File: src/rtl/hazard_scoreboard.sv
// Decode-stage register scoreboard: tracks in-flight write-backs per register,
// raises a combinational stall on RAW hazards, and counts stall cycles.
module hazard_scoreboard #(
  parameter int NUM_REGS   = 16,
  parameter int WB_LATENCY = 3,
  parameter int CNT_W      = 16
) (
  input  logic                clk,
  input  logic                rst,
  input  logic                id_valid,
  input  logic [3:0]          src1,
  input  logic [3:0]          src2,
  input  logic                two_src,
  input  logic                id_wb_en,
  input  logic [3:0]          id_dest,
  input  logic                flush,
  input  logic                freeze,
  output logic                hazard,
  output logic                issue,
  output logic [NUM_REGS-1:0] pending_mask,
  output logic [CNT_W-1:0]    hazard_cycles
);

  localparam logic [2:0] LOAD_VAL = 3'(WB_LATENCY);

  logic [2:0]          cnt_q [NUM_REGS];
  logic [2:0]          cnt_d [NUM_REGS];
  logic [NUM_REGS-1:0] pending;
  logic [CNT_W-1:0]    hazard_cycles_q;
  logic [CNT_W-1:0]    hazard_cycles_d;

  // Pending bits are a pure decode of the countdown flops, so they change only on clock or reset.
  always_comb begin
    for (int r = 0; r < NUM_REGS; r++) begin
      pending[r] = (cnt_q[r] != 3'd0);
    end
  end

  assign hazard = id_valid & ~flush & (pending[src1] | (two_src & pending[src2]));
  assign issue  = id_valid & ~hazard & ~flush & ~freeze;

  // NOTE: start from the held value so every path assigns cnt_d and no latch is inferred.
  always_comb begin
    cnt_d = cnt_q;
    if (!freeze) begin
      for (int r = 0; r < NUM_REGS; r++) begin
        if (cnt_q[r] != 3'd0) cnt_d[r] = cnt_q[r] - 3'd1;
      end
      // A fresh issue reloads its destination, overriding that entry's decrement.
      if (issue && id_wb_en) cnt_d[id_dest] = LOAD_VAL;
    end
  end

  always_comb begin
    hazard_cycles_d = hazard_cycles_q;
    if (hazard && !freeze && (hazard_cycles_q != '1)) begin
      hazard_cycles_d = hazard_cycles_q + CNT_W'(1);
    end
  end

  // NOTE: sequential state uses non-blocking assignments; the countdown array is
  // flops rather than a RAM, so it is safe and required to clear it on reset.
  always_ff @(posedge clk or negedge rst) begin
    if (!rst) begin
      for (int r = 0; r < NUM_REGS; r++) cnt_q[r] <= 3'd0;
      hazard_cycles_q <= '0;
    end else begin
      cnt_q           <= cnt_d;
      hazard_cycles_q <= hazard_cycles_d;
    end
  end

  assign pending_mask  = pending;
  assign hazard_cycles = hazard_cycles_q;

endmodule

File: config.mk
export PLATFORM = sky130hd
export DESIGN_NAME = hazard_scoreboard
export DESIGN_NICKNAME = d
export VERILOG_FILES = /design/src/rtl/hazard_scoreboard.sv
export SDC_FILE = /design/constraint.sdc
export NUM_CORES = 1
export LEC_CHECK = 0
export BUFFER_PORTS_ARGS = -buffer_cell sky130_fd_sc_hd__buf_2
export CAP_MARGIN = 10
export CELL_PAD_IN_SITES_DETAIL_PLACEMENT = 0
export CELL_PAD_IN_SITES_GLOBAL_PLACEMENT = 1
export CORE_UTILIZATION = 47
export CTS_BUF_LIST = sky130_fd_sc_hd__clkbuf_2 sky130_fd_sc_hd__clkbuf_4 sky130_fd_sc_hd__clkbuf_8
export DETAILED_ROUTE_END_ITERATION = 8
export PLACE_DENSITY = 0.95
export RECOVER_POWER = 100
export SLEW_MARGIN = 5
export SYNTH_ARGS = -nofsm -noshare
export SYNTH_HDL_FRONTEND = slang
export SYNTH_SLANG_ARGS = --single-unit
File: constraint.sdc
create_clock -name clk -period 2.55 [get_ports clk]
set_input_delay 0.255 -clock clk [delete_from_list [all_inputs] [get_ports clk]]
set_output_delay 0.255 -clock clk [all_outputs]
set_load 0.02 [all_outputs]
==> results.yml <==
logic_synthesis:
  netlist_area_sq_mm: 0.00449
  synth_flop_cell: "dfrtp_1"
  synthArstFlopShare_pct: 100
  yosys_warnings: 0
  ys_seq_area_share_pct: 35.7
  ys_ff_latch: 64
  synthCells: 473
  yosysUniqueCellTypes: 52
  synth_edf_count: 0
  syn_area_per_cell_sq_um: 9.48
  synth_fp_nets: 525
worst_setup_path:
  crit_buf_inv: 3
  r2r_cells: 12
  r2r-start: "cnt_q[37]$_DFFE_PN0N_"
  path_class: "reg -> out"
  rr_endpoint: "cnt_q[22]$_DFFE_PN0N_"
  cpMaxStageDelayCell: "mux4_2"
  crit_top_cell: "inv_2"
  crit_family: "multiplexers"
  cp.depth: 10
  cp-start-kind: "flop"
  end_kind: "output pin"
  worstPathRequired_ns: 2.30
  regToRegSetupSlack_ns: 0.01
  crit_end: "issue"
  max_stage_delay_ns: 0.46
  critPathLaunch: "cnt_q[37]$_DFFE_PN0N_"
  cp_max_fo: 4
  arrival_ns: 2.33
  path_cells: "inv_2 -> ha_4 -> nor2b_4 -> inv_2 -> mux4_2 -> o31a_1 -> nand4_4 -> nand2_2 -> nor2_2 -> buf_6"
grt:
  grt_pass1_wl_mm: 17.1
  grt_overflow_total: 0
  antenna_found_initial: 0
  grt_pass1_vias: 3697
  grt_max_degree: 65
  grt_usage_pct: 21.7
layout:
  n_antenna_cell: 0
  final_cells: 696
  drive_gt1_share_pct: 29.5
  fin_util_pct: 59.6
  syn2layout_area_growth_pct: 22.9
  fin_nets: 614
timing:
  fmaxAchievable_ghz: 0.387
  finalMaxSlewViolations: 65
  postLayoutSetupSlackWorst_ns: -0.0308
  fin_crit_ns: 2.58
  setup_viol: 2
  hold_viol_final: 0
  fin_tns_setup_ns: -0.0601
  tightest_slew_ns: 1.61
  post-route-period-util_pct: 101
  finClkSkew_ns: 0.00953
  slew_headroom_pct: -7.22
  rsz0062_at_grt: "true"
die:
  die_w_um: 99.7
  core_sq_mm: 0.00924
  die_h_um: 99.7
  initial_core_util_pct: 48.5
  dieArea_sq_mm: 0.00994
  rows: 35
  ios: 53
outcome:
  status: "complete, but fails checks"
  violations: "max-capacitance violations, max-slew violations, negative setup slack"
routing:
  drt-wirelength-per-cell_um: 14.7
  drtAntennaViolNets: 0
  route.detailed.drc: 0
  finalWirelength_mm: 10.2
  drt-initial-drc-count: 188
  vias: 3686
  dr.pass1.iters: 5
  vias_per_cell: 5.30
cts:
  cts_sinks: 64
  clk_path_buf_depth: 2
  clk_latency_ns: 0.34
  cts_buffers: 9
  cts.htree.levels: 3
  cts_tree: "built"
  holdBufCountCts: 0
  cts_root_buf: "clkbuf_8"
  path_clk_slew_ns: 0.08
placement:
  portBuffers: 52
  dp_slack_ns: 0.0406
  post-place-cells: 650
  hpwl_mm: 6.99
  gp_congestion: 0.843
job:
  cap_violations: 1
pwr:
  fin_total_pwr_mw: 5.22
  ir_drop_mv: 0.604
  powerDensity_mw_per_mm2: 946
  p_leak_nw: 2.37
worst_hold_path:
  hold_class: "in -> reg"
## cells by family (layout without fill, tap and decap cells)
family | count (synthesis) | after routing | synth area share, %
compound gates | 52 | 52 | 8.20
fa+ha+maj | 33 | 33 | 9.21
mux | 8 | 8 | 2.65
xor+xnor | 31 | 31 | 6.05
buf+inv | 57 | 151 | 5.75
flops | 64 | 64 | 35.7
simple gates | 228 | 228 | 32.4
## power by group
part / total, mW / internal, mW / switching [mW]
Clock: 0.910 / 0.501 / 0.408
Combinational: 2.57 / 1.25 / 1.31
Sequential: 1.74 / 1.42 / 0.320
Total: 5.22 / 3.17 / 2.04
## cells in the final DEF (no fill, tap or decap), drive strengths merged, types with 18 or more instances in the layout
cell / netlist / routed
nand2b: 18 / 18
o21ai: 25 / 25
ha: 33 / 33
nand4: 22 / 22
clkbuf: 8 / 33
xnor2: 30 / 30
nand2: 76 / 76
nor2b: 31 / 31
buf: 9 / 73
inv: 40 / 40
dfrtp: 64 / 64
## cell usage after synthesis (2+ instances only)
master	number	area, sq um
or2_2	3	18.8
clkbuf_1	8	30.0
o21a_1	5	37.5
and3_1	5	31.3
a21oi_1	9	45.0
nor2b_1	30	188
or3b_1	3	26.3
nand2b_4	4	55.1
inv_1	39	146
mux2i_1	4	40.0
and2_1	5	31.3
nand2_1	75	282
nand4_1	13	81.3
o22ai_1	2	12.5
nor3_1	13	65.1
a22oi_1	2	15.0
nor4b_1	16	140
o2111ai_1	2	17.5
nor2_1	12	45.0
o21ai_2	8	70.1
mux4_2	3	67.6
dfrtp_1	64	1600
nand4_4	9	191
nand4bb_1	2	22.5
nor4_1	5	31.3
buf_2	2	10.0
o21ai_0	17	85.1
nand2b_1	13	81.3
buf_6	5	56.3
nand3_1	3	15.0
nand3b_1	2	15.0
nand3_2	7	70.1
and4_1	2	17.5
nor3b_1	2	15.0
ha_1	33	413
xnor2_1	30	263
## repair_timing
action,4_1_cts,5_1_grt
setup buffers,21,9
gates resized for setup,48,7
endpoints found under the setup margin,2,34
pin swaps,11,4
## per-layer routing
layer	part of all wire (%)	global-route usage, %	wire length (um)
met2	51	37.8	5210
met3	4.1	5.48	418
met4	1.5	6.56	154
met5	0	0	0
met1	43	26.4	4410
## worst min-delay path, stage by stage
cell     delay (ns)
buf_2          0.15
nor4_1         0.10
nand4_4        0.11
nand2_1        0.05
## flip-flops by register name, summed over array words and instances, names as in the netlist
register	cells
hazard_cycles	16
cnt_q	48
## how the worst min path moves through the flow
| stage | depth (start not counted) | endpoint | slack, ns | startpoint |
|---|---|---|---|---|
| final | 4 | cnt_q[45]$_DFFE_PN0N_ | 0.36 | id_dest[3] |
| after global routing | 4 | cnt_q[45]$_DFFE_PN0N_ | 0.37 | id_dest[3] |
| after CTS | 2 | cnt_q[39]$_DFFE_PN0N_ | 0.12 | rst |
| after detailed placement | 1 | hazard_cycles[13]$_DFFE_PN0P_ | 0.48 | hazard_cycles[13]$_DFFE_PN0P_ |
| after global placement | 2 | cnt_q[41]$_DFFE_PN0N_ | 0.48 | cnt_q[41]$_DFFE_PN0N_ |
| after floorplan | 0 | cnt_q[0]$_DFFE_PN0N_ | -0.04 | rst |
## stage by stage
stage | hold slack (ns) | instance area [sq um]
after global placement | 0.478 | 4920
after global routing | 0.366 | 5510
after detailed placement | 0.479 | 4920
final | 0.364 | 5510
after floorplan | -0.0406 | 4490
after CTS | 0.123 | 5470
## cell type report
| class | instances | area [sq um] |
|---|---|---|
| Tap cell | 129 | 161 |
| Inverter | 40 | 150 |
| Timing Repair Buffer | 95 | 599 |
| Clock buffer | 11 | 151 |
| Multi-Input combinational cell | 352 | 2790 |
| Clock inverter | 5 | 55.1 |
| Fill cell | 801 | 3730 |
| Sequential cell | 64 | 1600 |
(Power assumes the default switching activity.)
